**src/rtl/imem_loader.sv**
```systemverilog
// Byte-stream to instruction-memory loader: packs big-endian bytes into 32-bit words and writes WORDS of them from BASE_ADDR.
// Define IMEM_LOADER_CHECKSUM_EN to add the 32-bit running checksum output.
//
// state   | meaning
// IDLE    | waiting for start after reset
// COLLECT | accepting bytes of the current word
// WRITE   | one-cycle write strobe for the assembled word
// DONE    | load finished, waiting for start
module imem_loader #(
  parameter int unsigned WORDS     = 64,
  parameter logic [31:0] BASE_ADDR = 32'h0000_0000
) (
  input  logic        clk,
  input  logic        reset,
  input  logic        start,
  input  logic        in_valid,
  input  logic [7:0]  in_data,
  output logic        in_ready,
  output logic        wr_en,
  output logic [31:0] wr_addr,
  output logic [31:0] wr_data,
  output logic        busy,
  output logic        done,
  output logic [15:0] word_count
`ifdef IMEM_LOADER_CHECKSUM_EN
  ,
  output logic [31:0] checksum
`endif
);

  localparam logic [15:0] WORDS_L = 16'(WORDS);

  typedef enum logic [1:0] {
    IDLE    = 2'd0,
    COLLECT = 2'd1,
    WRITE   = 2'd2,
    DONE    = 2'd3
  } state_t;

  state_t      state_q, state_d;
  logic [31:0] addr_q;
  logic [31:0] data_q;
  logic [15:0] count_q;
  logic [15:0] count_inc;
  logic [1:0]  byte_idx_q;
  logic        accept;
  logic        launch;

  assign accept    = (state_q == COLLECT) && in_valid;
  assign launch    = ((state_q == IDLE) || (state_q == DONE)) && start;
  assign count_inc = count_q + 16'd1;

  always_ff @(posedge clk) begin
    if (reset) begin
      state_q <= IDLE;
    end else begin
      state_q <= state_d;
    end
  end

  always_comb begin
    state_d  = state_q;
    in_ready = 1'b0;
    wr_en    = 1'b0;
    busy     = 1'b0;
    done     = 1'b0;
    case (state_q)
      IDLE: begin
        if (start) state_d = COLLECT;
      end
      COLLECT: begin
        in_ready = 1'b1;
        busy     = 1'b1;
        if (in_valid && (byte_idx_q == 2'd3)) state_d = WRITE;
      end
      WRITE: begin
        wr_en   = 1'b1;
        busy    = 1'b1;
        state_d = (count_inc == WORDS_L) ? DONE : COLLECT;
      end
      DONE: begin
        done = 1'b1;
        if (start) state_d = COLLECT;
      end
      default: state_d = IDLE;
    endcase
  end

  // Shifting in from the bottom leaves the first byte in [31:24] after four accepts.
  always_ff @(posedge clk) begin
    if (reset) begin
      addr_q     <= 32'd0;
      data_q     <= 32'd0;
      count_q    <= 16'd0;
      byte_idx_q <= 2'd0;
    end else begin
      if (launch) begin
        addr_q     <= BASE_ADDR;
        count_q    <= 16'd0;
        byte_idx_q <= 2'd0;
      end
      if (accept) begin
        data_q     <= {data_q[23:0], in_data};
        byte_idx_q <= byte_idx_q + 2'd1;
      end
      if (state_q == WRITE) begin
        addr_q  <= addr_q + 32'd4;
        count_q <= count_inc;
      end
    end
  end

  assign wr_addr    = addr_q;
  assign wr_data    = data_q;
  assign word_count = count_q;

`ifdef IMEM_LOADER_CHECKSUM_EN
  logic [31:0] sum_q;

  always_ff @(posedge clk) begin
    if (reset) begin
      sum_q <= 32'd0;
    end else if (launch) begin
      sum_q <= 32'd0;
    end else if (state_q == WRITE) begin
      sum_q <= sum_q + data_q;
    end
  end

  assign checksum = sum_q;
`endif

endmodule
```
**config.mk**
```make
export PLATFORM = sky130hd
export DESIGN_NAME = imem_loader
export DESIGN_NICKNAME = d
export VERILOG_FILES = /design/src/rtl/imem_loader.sv
export SDC_FILE = /design/constraint.sdc
export NUM_CORES = 1
export LEC_CHECK = 0
export ABC_AREA = 1
export CELL_PAD_IN_SITES_DETAIL_PLACEMENT = 1
export CELL_PAD_IN_SITES_GLOBAL_PLACEMENT = 1
export CORE_AREA = 3 3 129 94
export CTS_CLUSTER_DIAMETER = 80
export CTS_CLUSTER_SIZE = 30
export DETAILED_ROUTE_END_ITERATION = 10
export DIE_AREA = 0 0 132 97
export PLACE_DENSITY_LB_ADDON = 0.1
export SYNTH_ARGS = -nofsm -noshare
export SYNTH_HDL_FRONTEND = slang
export SYNTH_SLANG_ARGS = --single-unit
```
**constraint.sdc**
```tcl
create_clock -name clk -period 4.5 [get_ports clk]
set_input_delay 0.45 -clock clk [delete_from_list [all_inputs] [get_ports clk]]
set_output_delay 0.45 -clock clk [all_outputs]
set_load 0.005 [all_outputs]
```
# After elaboration in Yosys (flattened, before gate mapping)

Cells that the tools add are included.

$add $sub $neg: 3
Multipliers: 0
Divide/modulo/power cells: 0
Order comparisons: 0
Equality and inequality tests: 7
Shift-type cells: 0
Mux-type cells: 14
Bitwise operators: 0
Reduce and logical (&&, ||, !) cells: 10

Operators by type and width:

| operator                                               | count |
|---|---|
| two-way mux 32 bit                                     | 2 |
| adder 32 x 3 -> 32 bit (second input constant)         | 1 |
| two-way mux 16 bit                                     | 2 |
| adder 16 x 1 -> 16 bit (second input constant)         | 1 |
| == test 16 x 7 -> 1 bit (second input constant)        | 1 |
| two-way mux 2 bit                                      | 5 |
| == test 2 bit (second input constant)                  | 3 |
| case mux 2 bit (3 select lines)                        | 1 |
| two-way mux 1 bit                                      | 4 |
| inequality test 2 x 1 -> 1 bit (second input constant) | 2 |
| nonzero test 2 bit                                     | 2 |
| OR reduction 2 bit                                     | 2 |
| logical AND 1 bit                                      | 3 |
| adder 2 x 1 -> 2 bit (second input constant)           | 1 |
| == test 2 x 1 -> 1 bit (second input constant)         | 1 |
| logical NOT 2 bit                                      | 1 |
| AND reduction 2 bit                                    | 1 |
| logical OR 1 bit                                       | 1 |

Flip-flop bits (word level): 84
Latch bits: 0
Memory bits (writable): 0
Bits in read-only memories: 0
Input port bits: 12
Output and inout port bits: 84
Word-level logic and storage cells: 39
Memories: 0

# Longest topological paths before layout

Depth after elaboration: 5
Mapped depth: 12
Mapped depth without buffers: 11

# Least setup slack after synthesis

OpenSTA, ideal clock, no wires.

Path type: flip-flop to flip-flop
Start: register state_q[0]
End: register addr_q[18] (netlist: wr_addr[18])
Library setup time: 130 ps
Arrival: 1485 ps
Required time: 4370 ps
Slack: 2885 ps
Stages on the path, launching flop included: 11
Path buffers: 1
Period minus slack after synthesis: 1615 ps
Cells stage by stage: dfxtp_1 inv_1 ha_1 buf_2 inv_2 nor3_1 nand3_1 nor2_1 nand2_1 nor3_1 nor3_2

Longest elaborated chain between the ends: 4
Elaborated cells between the ends (all ways): 7
Those cells by class: 2 x eq/ne; 1 x mux; 4 x reduce/logical

Ends and longest elaborated chain:

| what                                               | RTL line | source |
|---|---|---|
| from (decl)                                        | 40       | `state_t state_q, state_d;` |
| from (signal assigned)                             | 57       | `state_q <= state_d;` |
| == test 2 bit or logical NOT 2 bit (tied branches) | 50       | `assign launch = ((state_q == IDLE) \|\| (state_q == DONE)) && start;` |
| logical OR 1 bit                                   | 50       |  |
| logical AND 1 bit                                  | 50       |  |
| nonzero test 2 bit (no source line)                | --       |  |
| to (signal assigned)                               | 107      | `addr_q <= addr_q + 32'd4;` |
| to (decl)                                          | 41       | `logic [31:0] addr_q;` |

Parallel ways exist; a longest one is shown, timed or not.
A chain may end at the register's enable or synchronous reset.

# Worst setup path in the final report

Start: register state_q[0]
End: register addr_q[9] (netlist: wr_addr[9])

Same word-level chain as after synthesis.

==> summary.md <==
| Metric | Value |
|---|---|
| Status | `completed` |
| Antenna diodes | `0` |
| Clock transition at the registers of the reported paths | `0.06 ns` |
| Minimum clock period | `2.505 ns` |
| Largest net degree at the start of global routing | `45` |
| H-tree depth | `3` |
| Hold Crit Class | `reg2reg` |
| Setup violations, final | `0` |
| Hpwl dp | `10.04 mm` |
| Layout cells sized above 1 | `0.04476` |
| Fillcell total | `1429` |
| Clock buffers created by TritonCTS | `9` |
| Overflow after GRT | `0` |
| Die Area | `12800 µm²` |
| Kind of start point of the critical path | `flop` |
| Sw Share | `0.3226` |
| Number of global-route vias before repair | `4509` |
| DR iter-0 viols | `279` |
| Post-synth top flop | `dfxtp_1` |
| RSZ-0062 raised after global routing | `false` |
| Power share of the clock group | `0.325` |
| Worst-Skew Late Latency | `0.33 ns` |
| Net count, final | `730` |
| Clock Path Buffers | `2` |
| Total GRT Usage | `0.2149` |
| FF/Latch Area | `1642 µm²` |
| MaxCap Viol Count | `0` |
| Clk sinks | `82` |
| Final cell count without fillers | `868` |
| Syn_area_per_cell | `6.620 µm²` |
| First-pass GRT wire length | `22.89 mm` |
| TNS Setup | `0 ns` |
| Number of synthesized register bits | `82` |
| Worst clock skew | `0.006822 ns` |
| Initial Utilization | `0.3791` |
| Reg power frac | `0.396` |
| Final ANT Viol Nets | `0` |
| Number of synthesized flops with an enable pin | `0` |
| Worst-margin pin slew | `1.209 ns` |
| Hold Fails Final Rpt | `0` |
| Fin crit share | `0.5566` |
| Clock root cell | `clkbuf_16` |
| Synth top area share | `0.3961` |
| Vias per inst | `5.139` |
| Worst-path maximum fanout | `25` |
| Top cells by area, synth | `dfxtp_1, nand2_1, nor2_1, o21ai_0, a21oi_1` |
| Max Clock Freq | `399.3 MHz` |
| P_leak | `0.001893 µW` |
| Count of different cell masters after synthesis | `39` |
| Post-synth top area cell | `dfxtp_1` |
| Core footprint | `10930 µm²` |
| R2R depth | `8` |
| Die Y | `97 µm` |
| Max IR drop VDD | `271.1 µV` |
| Post-CTS Setup Inserts | `0` |
| Port bufs | `93` |
| GPL Wtd Cong | `0.8903` |
| Area grow syn2layout | `32.40%` |
| Site Rows | `32` |
| Post-synthesis sequential area ratio | `0.3961` |
| Synth Warn # | `0` |
| Dpl cells | `853` |
| Pwr Density | `406.6 nW/µm²` |
| Netlist Area Pre-Place | `4144 µm²` |
| Initial antenna violation count | `0` |
| Post-CTS sizing | `0` |
| Worst hold path depth | `1` |
| Synth async-reset ratio | `0` |
| Setup CP Type | `reg2reg` |
| Area taken by multi-input logic gates | `2196 µm²` |
| Hold_buf cts | `0` |
| Chip width | `132 µm` |
| Post-synth top cells | `nand2_1, nor2_1, dfxtp_1` |
| Routed WL per cell | `15.89 µm` |
| CTS tree | `yes` |
| P_int | `1511 µW` |
| Worst EP arrival | `2.70 ns` |
| Residual DRC count | `0` |
| CP Data Required Time | `4.70 ns` |
| Post-detailed-routing wire length | `13.79 mm` |
| I/O pin count | `96` |
| Logic pwr share | `0.279` |
| Rel. slew slack | `0.1931` |
| Post-Syn Instances | `626` |
| Count leader, synth | `nand2_1` |
| Setup crit end kind | `flop` |
| Switching power | `719.7 µW` |
| Vias post-DR | `4461` |
| Initial DRT Pass Iterations | `5` |
| Final Max Tran Viols | `0` |
[critical path: stages, from the launching register on]
cell	delay, ns
dfxtp_1	0.44
inv_1	0.08
ha_1	0.31
nand2_1	0.12
nand2_1	0.11
clkinv_1	0.67
buf_4	0.47
nand2_1	0.08
a21oi_1	0.07
[placed cells by master, fill, tap and decap left out, types with 3 or more instances in the layout]
cell type / netlist / final
clkbuf_16: 0 / 9
inv_1: 51 / 51
ha_1: 7 / 7
buf_4: 2 / 5
a221oi_1: 3 / 3
a21oi_1: 43 / 43
o21ai_0: 46 / 46
a22oi_1: 3 / 3
nand3b_1: 5 / 5
nor2_1: 116 / 116
dfxtp_1: 82 / 82
clkdlybuf4s50_1: 0 / 93
nand4_1: 9 / 9
nand3_1: 42 / 42
nor2_4: 3 / 3
nor3_1: 11 / 11
nand2_1: 149 / 149
[kinds of logic (layout without fill, tap and decap cells)]
| kind of cell | after synthesis | in the layout | share of synthesized area |
|---|---|---|---|
| buffers and inverters | 79 | 167 | 0.07487 |
| other | 1 | 2 | 0.0009049 |
| xor gates and xnor gates | 2 | 2 | 0.004228 |
| and+or+nand+nor | 345 | 345 | 0.3560 |
| AOI/OAI and AO/OA | 110 | 110 | 0.1467 |
| adders and majority gates | 7 | 7 | 0.02113 |
| DFF | 82 | 82 | 0.3961 |
[per-layer routing]
layer	vias up	GRT usage	part of all wire
met5	-	0	0
met4	0	0.03793	0.0045
met3	9	0.04262	0.040
met2	100	0.3463	0.46
met1	2146	0.3018	0.50
li1	2206	-	-
[area by class of cell]
cell class	instances	share of cell area
multi-input cells	466	0.4002
flip-flops and latches	82	0.2992
repair buffers	98	0.1765
clock buffers	12	0.04493
inverters	54	0.03694
well taps	153	0.03489
clock inverters	3	0.007298
[power by group through the flow]
stage	sequential [µW]	combinational, µW	clock (µW)
3_3_place_gp	894	600	0
6_report	884	622	725
3_5_place_dp	900	626	0
5_1_grt	899	687	777
2_1_floorplan	887	319	0
4_1_cts	885	631	741
[state kept, by name (all words and copies together) (netlist names)]
signal	cells
wr_addr	30
byte_idx_q	2
state_q	2
word_count	16
wr_data	32
[worst paths after layout]
check	startpoint	end	slack [ns]
max	state_q[0]	wr_addr[9]	2.00
min	byte_idx_q[0]	byte_idx_q[0]	0.48
max reg2reg	state_q[0]	wr_addr[9]	2.00
min reg2reg	byte_idx_q[0]	byte_idx_q[0]	0.48
[metrics by stage]
step / setup WS [ns] / cell area, µm² / util / total power [µW] / hold slack (ns)
6_report: 1.995 / 5487 / 0.5019 / 2231 / 0.4838
3_3_place_gp: 1.973 / 5200 / 0.4757 / 1495 / 0.4425
2_1_floorplan: 2.885 / 4148 / - / 1206 / 0.4289
3_5_place_dp: 1.826 / 5200 / 0.4757 / 1526 / 0.4771
4_1_cts: 1.947 / 5487 / 0.5019 / 2257 / 0.4908
5_1_grt: 1.764 / 5487 / 0.5019 / 2362 / 0.5136
(Power assumes the default switching activity.)
